--- src/rtl/nts_pkg.sv ---
// Shared constants, state encoding and per-word header check for the NTS RX preprocessor.
package nts_pkg;

    localparam logic [15:0] ETHERTYPE_IPV4   = 16'h0800;
    localparam logic [7:0]  IP_VER_IHL       = 8'h45;
    localparam logic [7:0]  IP_PROTO_UDP     = 8'd17;
    localparam logic [15:0] NTP_PORT_DEFAULT = 16'd123;
    localparam logic [15:0] IP_FRAG_MASK     = 16'h3fff;
    localparam logic [2:0]  LAST_HDR_WORD    = 3'd4;

    typedef enum logic [2:0] {
        ST_SYNC    = 3'd0,
        ST_IDLE    = 3'd1,
        ST_HEADER  = 3'd2,
        ST_DECIDED = 3'd3,
        ST_DISCARD = 3'd4
    } nts_state_e;

    // Byte 0 of the word sits in [63:56]; each word is judged on its own so nothing is buffered.
    function automatic logic word_ok(input logic [2:0]  idx,
                                     input logic [63:0] d,
                                     input logic [47:0] mac,
                                     input logic [31:0] ip,
                                     input logic [15:0] port);
        case (idx)
            3'd0:    return d[63:16] == mac;
            3'd1:    return (d[31:16] == ETHERTYPE_IPV4) && (d[15:8] == IP_VER_IHL);
            3'd2:    return ((d[31:16] & IP_FRAG_MASK) == 16'h0) && (d[7:0] == IP_PROTO_UDP);
            3'd3:    return d[15:0] == ip[31:16];
            3'd4:    return (d[63:48] == ip[15:0]) && (d[31:16] == port);
            default: return 1'b1;
        endcase
    endfunction

endpackage

--- src/rtl/nts_sat_counter.sv ---
// 32-bit event counter that sticks at all-ones instead of wrapping.
module nts_sat_counter (
    input  logic        i_clk,
    input  logic        i_reset_n,
    input  logic        i_inc,
    output logic [31:0] o_count
);

    always_ff @(posedge i_clk) begin
        if (!i_reset_n)
            o_count <= 32'h0;
        else if (i_inc && (o_count != 32'hffff_ffff))
            o_count <= o_count + 32'd1;
    end

endmodule

--- src/rtl/nts_rx_preprocessor.sv ---
// Screens incoming MAC words for NTP/UDP/IPv4 frames addressed to this host and
// emits a one-cycle process pulse plus match / no-match / bad frame statistics.
module nts_rx_preprocessor
    import nts_pkg::*;
#(
    parameter logic [15:0] NTP_PORT = NTP_PORT_DEFAULT
) (
    input  logic        i_clk,
    input  logic        i_reset_n,
    input  logic [7:0]  i_rx_data_valid,
    input  logic [63:0] i_rx_data,
    input  logic        i_rx_bad_frame,
    input  logic        i_rx_good_frame,
    input  logic [47:0] i_mac_addr,
    input  logic [31:0] i_ip_addr,
    output logic        o_process_frame,
    output logic [31:0] o_cnt_match,
    output logic [31:0] o_cnt_nomatch,
    output logic [31:0] o_cnt_bad
);

    nts_state_e state, state_n;
    logic [2:0] idx, idx_n;
    logic       ok, ok_n;
    logic       pulse_n, inc_match, inc_nomatch, inc_bad;
    logic       vld_any, is_bad, is_end, w_ok, last_ok;

    // A simultaneous good and bad strobe counts as bad.
    assign vld_any = |i_rx_data_valid;
    assign is_bad  = i_rx_bad_frame;
    assign is_end  = i_rx_bad_frame | i_rx_good_frame;
    assign w_ok    = word_ok(idx, i_rx_data, i_mac_addr, i_ip_addr, NTP_PORT);
    assign last_ok = vld_any && (idx == LAST_HDR_WORD) && ok && w_ok;

    always_comb begin
        state_n     = state;
        idx_n       = idx;
        ok_n        = ok;
        pulse_n     = 1'b0;
        inc_match   = 1'b0;
        inc_nomatch = 1'b0;
        inc_bad     = 1'b0;
        case (state)
            ST_SYNC: begin
                if (!vld_any) state_n = ST_IDLE;
            end
            ST_IDLE: begin
                if (vld_any) begin
                    idx_n   = 3'd1;
                    ok_n    = word_ok(3'd0, i_rx_data, i_mac_addr, i_ip_addr, NTP_PORT);
                    state_n = (i_rx_data_valid == 8'hff) ? ST_HEADER : ST_DISCARD;
                    if (is_end) begin
                        state_n     = ST_IDLE;
                        inc_bad     = is_bad;
                        inc_nomatch = !is_bad;
                    end
                end
            end
            ST_HEADER: begin
                if (vld_any) begin
                    idx_n = idx + 3'd1;
                    ok_n  = ok & w_ok;
                    if (idx == LAST_HDR_WORD) begin
                        state_n   = ST_DECIDED;
                        pulse_n   = last_ok && !is_bad;
                        inc_match = last_ok && !is_bad;
                    end
                end
                if (is_end) begin
                    state_n     = ST_IDLE;
                    inc_bad     = is_bad;
                    inc_nomatch = !is_bad && !last_ok;
                end
            end
            ST_DECIDED: begin
                if (is_end) begin
                    state_n     = ST_IDLE;
                    inc_bad     = is_bad;
                    inc_nomatch = !is_bad && !ok;
                end
            end
            ST_DISCARD: begin
                if (is_end) begin
                    state_n     = ST_IDLE;
                    inc_bad     = is_bad;
                    inc_nomatch = !is_bad;
                end
            end
            default: state_n = ST_SYNC;
        endcase
    end

    always_ff @(posedge i_clk) begin
        if (!i_reset_n) begin
            state           <= ST_SYNC;
            idx             <= 3'd0;
            ok              <= 1'b0;
            o_process_frame <= 1'b0;
        end else begin
            state           <= state_n;
            idx             <= idx_n;
            ok              <= ok_n;
            o_process_frame <= pulse_n;
        end
    end

    nts_sat_counter u_cnt_match (
        .i_clk(i_clk), .i_reset_n(i_reset_n), .i_inc(inc_match), .o_count(o_cnt_match)
    );
    nts_sat_counter u_cnt_nomatch (
        .i_clk(i_clk), .i_reset_n(i_reset_n), .i_inc(inc_nomatch), .o_count(o_cnt_nomatch)
    );
    nts_sat_counter u_cnt_bad (
        .i_clk(i_clk), .i_reset_n(i_reset_n), .i_inc(inc_bad), .o_count(o_cnt_bad)
    );

endmodule

--- config.mk ---
export PLATFORM = sky130hd
export DESIGN_NAME = nts_rx_preprocessor
export DESIGN_NICKNAME = d
export VERILOG_FILES = /design/src/rtl/nts_pkg.sv /design/src/rtl/nts_sat_counter.sv /design/src/rtl/nts_rx_preprocessor.sv
export SDC_FILE = /design/constraint.sdc
export NUM_CORES = 1
export LEC_CHECK = 0
export CORE_ASPECT_RATIO = 2
export CORE_MARGIN = 2
export CORE_UTILIZATION = 40
export CTS_CLUSTER_DIAMETER = 80
export CTS_CLUSTER_SIZE = 10
export DETAILED_ROUTE_END_ITERATION = 12
export PLACE_DENSITY_LB_ADDON = 0.2
export SLEW_MARGIN = 15
export SYNTH_ARGS = -nofsm -noshare
export SYNTH_HDL_FRONTEND = slang
export SYNTH_SLANG_ARGS = --single-unit
export TNS_END_PERCENT = 100
--- constraint.sdc ---
create_clock -name i_clk -period 2.6 [get_ports i_clk]
set_input_delay 0.52 -clock i_clk [delete_from_list [all_inputs] [get_ports i_clk]]
set_output_delay 0.52 -clock i_clk [all_outputs]
set_load 0.05 [all_outputs]
### After elaboration in Yosys (flattened, before gate mapping)

Index checks and enable logic that the tools add are counted.

| operators by class | value |
|---|---|
| add/sub/neg operators | 4 |
| reductions and logical operators | 24 |
| bitwise logic cells | 2 |
| equal/unequal tests | 25 |
| muxes and demuxes | 27 |

Operators with widths:

| cell | count |
|---|---|
| adder 32 x 1 -> 32 bit, second input constant | 3 |
| != test 32 bit, second input constant | 3 |
| == test 48 bit | 1 |
| == test 16 bit | 2 |
| two-way mux 3 bit | 10 |
| == test 16 x 12 -> 1 bit, second input constant | 1 |
| == test 16 x 7 -> 1 bit, second input constant | 1 |
| logical NOT 16 bit | 1 |
| == test 3 x 2 -> 1 bit, second input constant | 4 |
| logical AND 1 bit | 12 |
| one-hot mux 3 bit (4 select lines) | 1 |
| two-way mux 1 bit | 11 |
| == test 8 x 5 -> 1 bit, second input constant | 1 |
| == test 8 x 7 -> 1 bit, second input constant | 1 |
| == test 8 bit, second input constant | 1 |
| OR reduction 8 bit | 1 |
| == test 3 x 1 -> 1 bit, second input constant | 2 |
| == test 3 bit, second input constant | 2 |
| logical NOT 3 bit | 2 |
| != test 2 bit, second input constant | 3 |
| != test 3 bit, second input constant | 2 |
| one-hot mux 3 bit (2 select lines) | 1 |
| one-hot mux 1 bit (5 select lines) | 1 |
| AND reduction 5 bit | 1 |
| other kinds (11) | 14 |

| word-level totals | value |
|---|---|
| flip-flop bits (word level) | 104 |
| output and inout port bits | 97 |
| word-level logic and storage cells | 89 |
| bits of input ports | 156 |

### Longest topological paths before layout

| logic depth | value |
|---|---|
| depth after elaboration | 9 |
| gate-level depth with buffers | 12 |
| depth with buffers taken out | 10 |

### Hierarchy

From an unflattened synthesis, not the netlist that was laid out.

| unflattened totals | value |
|---|---|
| cells, all modules | 813 |
| area, all modules | 6760.2 sq um |

By module, submodules not included:

| module | cells an instance | instances | seq. area each (sq um) | area an instance (sq um) |
|---|---|---|---|---|
| nts_sat_counter | 200 | 3 | 640.6 | 1704.1 |
| nts_rx_preprocessor | 213 | 1 | 160.2 | 1647.8 |

### Worst setup path before layout

Ideal clock, no wire load.

| path | value |
|---|---|
| path kind | reg2reg |
| start point | register u_cnt_match.o_count[3] |
| end point | register u_cnt_match.o_count[1] |
| period minus slack after synthesis | 2.776 ns |
| arrival time | 2.649 ns |
| path slack | -0.176 ns |
| path buffers | 2 |
| stages on the path, launching flop included | 11 |
| required time | 2.472 ns |
| setup time | 0.128 ns |
| cell sequence | dfxtp_1 and4_4 nand4_4 nor2_4 nand4_4 or4_4 nand3_4 buf_6 buf_6 mux2i_1 nor2_1 |

| on the way | value |
|---|---|
| word-level cells in the longest chain between the ends | 2 |

Ends and longest elaborated chain:

| what | RTL line | RTL |
|---|---|---|
| start: declaration | nts_sat_counter.sv:6 | `output logic [31:0] o_count` |
| start signal: assignment | nts_sat_counter.sv:13 | `o_count <= o_count + 32'd1;` |
| != test 32 bit | nts_sat_counter.sv:12 | `else if (i_inc && (o_count != 32'hffff_ffff))` |
| logical AND 1 bit | nts_sat_counter.sv:12 |  |

No other way between the ends.
A chain may end at the register's enable or synchronous reset.

### Final worst setup path

| path | value |
|---|---|
| start point | input port i_rx_data[24] |
| end point | register u_cnt_match.o_count[18] |

| on the way | value |
|---|---|
| word-level cells in the longest chain between the ends | 9 |

Ends and longest elaborated chain:

| what | RTL line | RTL |
|---|---|---|
| start: declaration | nts_rx_preprocessor.sv:11 | `input logic [63:0] i_rx_data,` |
| == test 16 x 7 -> 1 bit, or another cell as far along | nts_pkg.sv:30 | `3'd4: return (d[63:48] == ip[15:0]) && (d[31:16] == port);` |
| logical AND 1 bit (on tied branches) | nts_pkg.sv:30, nts_pkg.sv:27, nts_pkg.sv:28 |  |
| one-hot mux 1 bit (5 select lines) * | nts_pkg.sv:25 | `case (idx)` |
| logical AND 1 bit * | nts_rx_preprocessor.sv:33 | `assign last_ok = vld_any && (idx == LAST_HDR_WORD) && ok && w_ok;` |
| logical AND 1 bit * | nts_rx_preprocessor.sv:66 | `inc_match = last_ok && !is_bad;` |
| two-way mux 1 bit * | nts_rx_preprocessor.sv:63 | `if (idx == LAST_HDR_WORD) begin` |
| two-way mux 1 bit * | nts_rx_preprocessor.sv:60 | `if (vld_any) begin` |
| two-way mux 1 bit * | - |  |
| logical AND 1 bit * | nts_sat_counter.sv:12 |  |

Mark *: on every way between the ends. The rest lies on a longest branch, timed or not.

==> results_dict.tcl <==
set metrics [dict create \
    status "complete, but fails checks" \
    violations "setup timing" \
    fmax_mhz 373 \
    async_reset_ff_frac 0 \
    dp.cells 1288 \
    fin_setup_tns_ns -0.295 \
    clk_pin_slew_ns 0.07 \
    synth_top_area_share 0.319 \
    layout.nets 1283 \
    ys_warn_count 0 \
    drive_above_1_share 0.258 \
    min_period_ns 2.68 \
    synth_area_um2 6520 \
    cpMaxStageDelayCell "or4_4" \
    synth_top_area_cell "dfxtp_1" \
    power_mw 3.77 \
    ys_types 65 \
    final_core_util 0.686 \
    clk_path_buf_depth 2 \
    grt-ovfl-total 0 \
    rows 66 \
    place_area_um2 9750 \
    rsz0062_at_grt "true" \
    cap_violations 0 \
    synth_edf_count 0 \
    ant_nets 0 \
    synth-seq-cells 104 \
    worst_ep_required_time_ns 2.88 \
    grt.total_usage 0.254 \
    clock_latency_ns 0.36 \
    critPathMaxFanout 6 \
    start_kind "primary input" \
    num_vias 7405 \
    dp_hpwl_um 16900 \
    setup_violations 10 \
    die-area_um2 17400 \
    initial_core_util 0.405 \
    synth.avg_cell_area_um2 8.27 \
    cts.sinks 104 \
    critPathMaxStageDelay_ns 0.42 \
    area_delta_synth_final_pct 69.4 \
    setup_slack_ns -0.0777 \
    drc 0 \
    timing.critical_path.mode_cell "buf_12" \
    ys.flop_type "dfxtp_1" \
    synth_area_leaders "dfxtp_1 (32%), xor2_1 (13%), a21oi_1 (4.1%)" \
    endpoint_kind "flip-flop" \
    cts_hold_buf 0 \
    max-vdd-ir-drop_mv 0.467 \
    die_y_um 185 \
    wirelength_um 24200 \
    final_area_um2 11100 \
    placement.io_buffers 252 \
    die-width_um 94.3 \
    clock_skew_ns 0.0100 \
    h-tree-depth 3 \
    grt_pass1_vias 7214 \
    drv_slew 0 \
    cts_buffers 9 \
    grt_antenna_before_repair 0 \
    final_cell_count_no_fill 1327 \
    crit_chain "buf_6, xor2_1, nor4_4, buf_4, nand4_1, nor4_2, nand3b_4, nand3_4, buf_12, buf_12, or4_4, a21oi_2" \
    crit_arrival_ns 2.96 \
    synth_common_cells "dfxtp_1 (104), xor2_1 (95), nor2_1 (63)" \
    root_buffer "clkbuf_16" \
    grt_pass1_wl_um 35300 \
    seq_area_frac_synth 0.319 \
    wire_per_inst_um 18.3 \
    core_um2 16100 \
    yosysMostFrequentCell "dfxtp_1" \
    syn-num-nets 953 \
    via_per_inst 5.58 \
    nFillCells 1274 \
    worstMarginPinSlew_ns 0.574 \
    ioPinCount 253 \
    pre_cts_ws_ns -0.856 \
    hold_ws_ns 0.500 \
    hold_path.class "reg2reg" \
    drt_iter0_markers 340 \
    leakage_nw 4.26 \
    synthCells 789 \
    hold_violations 0 \
    slew_headroom 0.616 \
    powerDensity_nw_per_um2 341 \
    cts_tree "built" \
    criticalPathCategory "in2reg" \
    dr.pass1.iters 5 \
    routabilityCongestion 0.867 \
    diodes 0 \
    grt_max_degree 37 \
    finalCritPeriodShare 1.03 \
]
## path summary, 6_finish.rpt
path | from | end | slack [ns] | cells after the start
worst min register to register | ok | ok | 0.50 | 2
worst max register to register | idx[0] | u_cnt_nomatch.o_count[7] | 0.02 | 13
worst min-delay path | ok | ok | 0.50 | 2
worst max-delay path | i_rx_data[24] | u_cnt_match.o_count[18] | -0.08 | 12
## cell usage in the layout (no fill, tap or decap), types with 10 or more instances in the layout
cell type	netlist	layout
buf_6	5	12
and3_1	10	10
nand3_1	39	38
or3_1	32	27
clkdlybuf4s50_1	0	125
o21ai_0	31	20
or4_4	3	19
clkbuf_16	0	11
nor2_1	63	61
o21ai_2	0	10
o31ai_1	20	15
dlygate4sd2_1	0	64
xor2_2	0	12
clkbuf_2	0	10
nand4_1	32	32
nand2_1	60	59
nor4_1	33	10
xnor2_1	14	14
inv_1	18	17
clkdlybuf4s15_1	0	12
nor4_4	3	11
a21oi_1	53	36
xor2_1	95	83
dfxtp_1	104	80
dfxtp_2	0	24
nor4_2	1	16
a21oi_2	0	17
buf_4	3	80
dlymetal6s2s_1	0	29
## flip-flops by register name, indices dropped and copies added (netlist names)
register / cells
o_process_frame: 1
idx: 3
u_cnt_bad.o_count: 32
state: 3
ok: 1
u_cnt_nomatch.o_count: 32
u_cnt_match.o_count: 32
## logic make-up after synthesis
kind of cell / after synthesis / synth area share
buffers and inverters: 52 / 0.0380
XOR/XNOR: 109 / 0.146
multiplexers: 9 / 0.0138
AND/OR/NAND/NOR: 360 / 0.326
flip-flops: 104 / 0.319
AO/OA/AOI/OAI: 147 / 0.141
adder cells (fa/ha/maj): 8 / 0.0153
## report_power, final
group          internal (mW)  total [mW]  leakage [nW]  switching (mW)
sequential              1.60        1.61         0.850          0.0127
combinational          0.320       0.597          3.26           0.277
clock                  0.939        1.56         0.159           0.622
## worst max-delay path: cells and delay by family
kind | cells | cell delay (ns)
compound gates | 1 | 0.15
buf+inv | 4 | 0.56
simple gates | 6 | 1.55
xor+xnor | 1 | 0.17
## timing repair
item	4_1_cts	5_1_grt
setup buffers	14	2
cloned	7	2
gates resized for setup	195	156
setup endpoints to repair	65	63
pin swaps	77	61
## final cells by class
class                   instances  area, um2  area share
clock buffers                  10        229      0.0207
clock inverters                 5        106     0.00962
flip-flops and latches        104       2110       0.191
well taps                     204        255      0.0231
inverters                      18       67.6     0.00611
repair buffers                353       3450       0.312
multi-input cells             633       4840       0.437
## metal layers
layer,vias up,GRT usage,part of all wire
met5,-,0,0
met4,0,0.103,0.037
met3,50,0.0536,0.078
met2,311,0.466,0.52
met1,3484,0.278,0.37
li1,3560,-,-
Power figures use the tool's default switching activity.
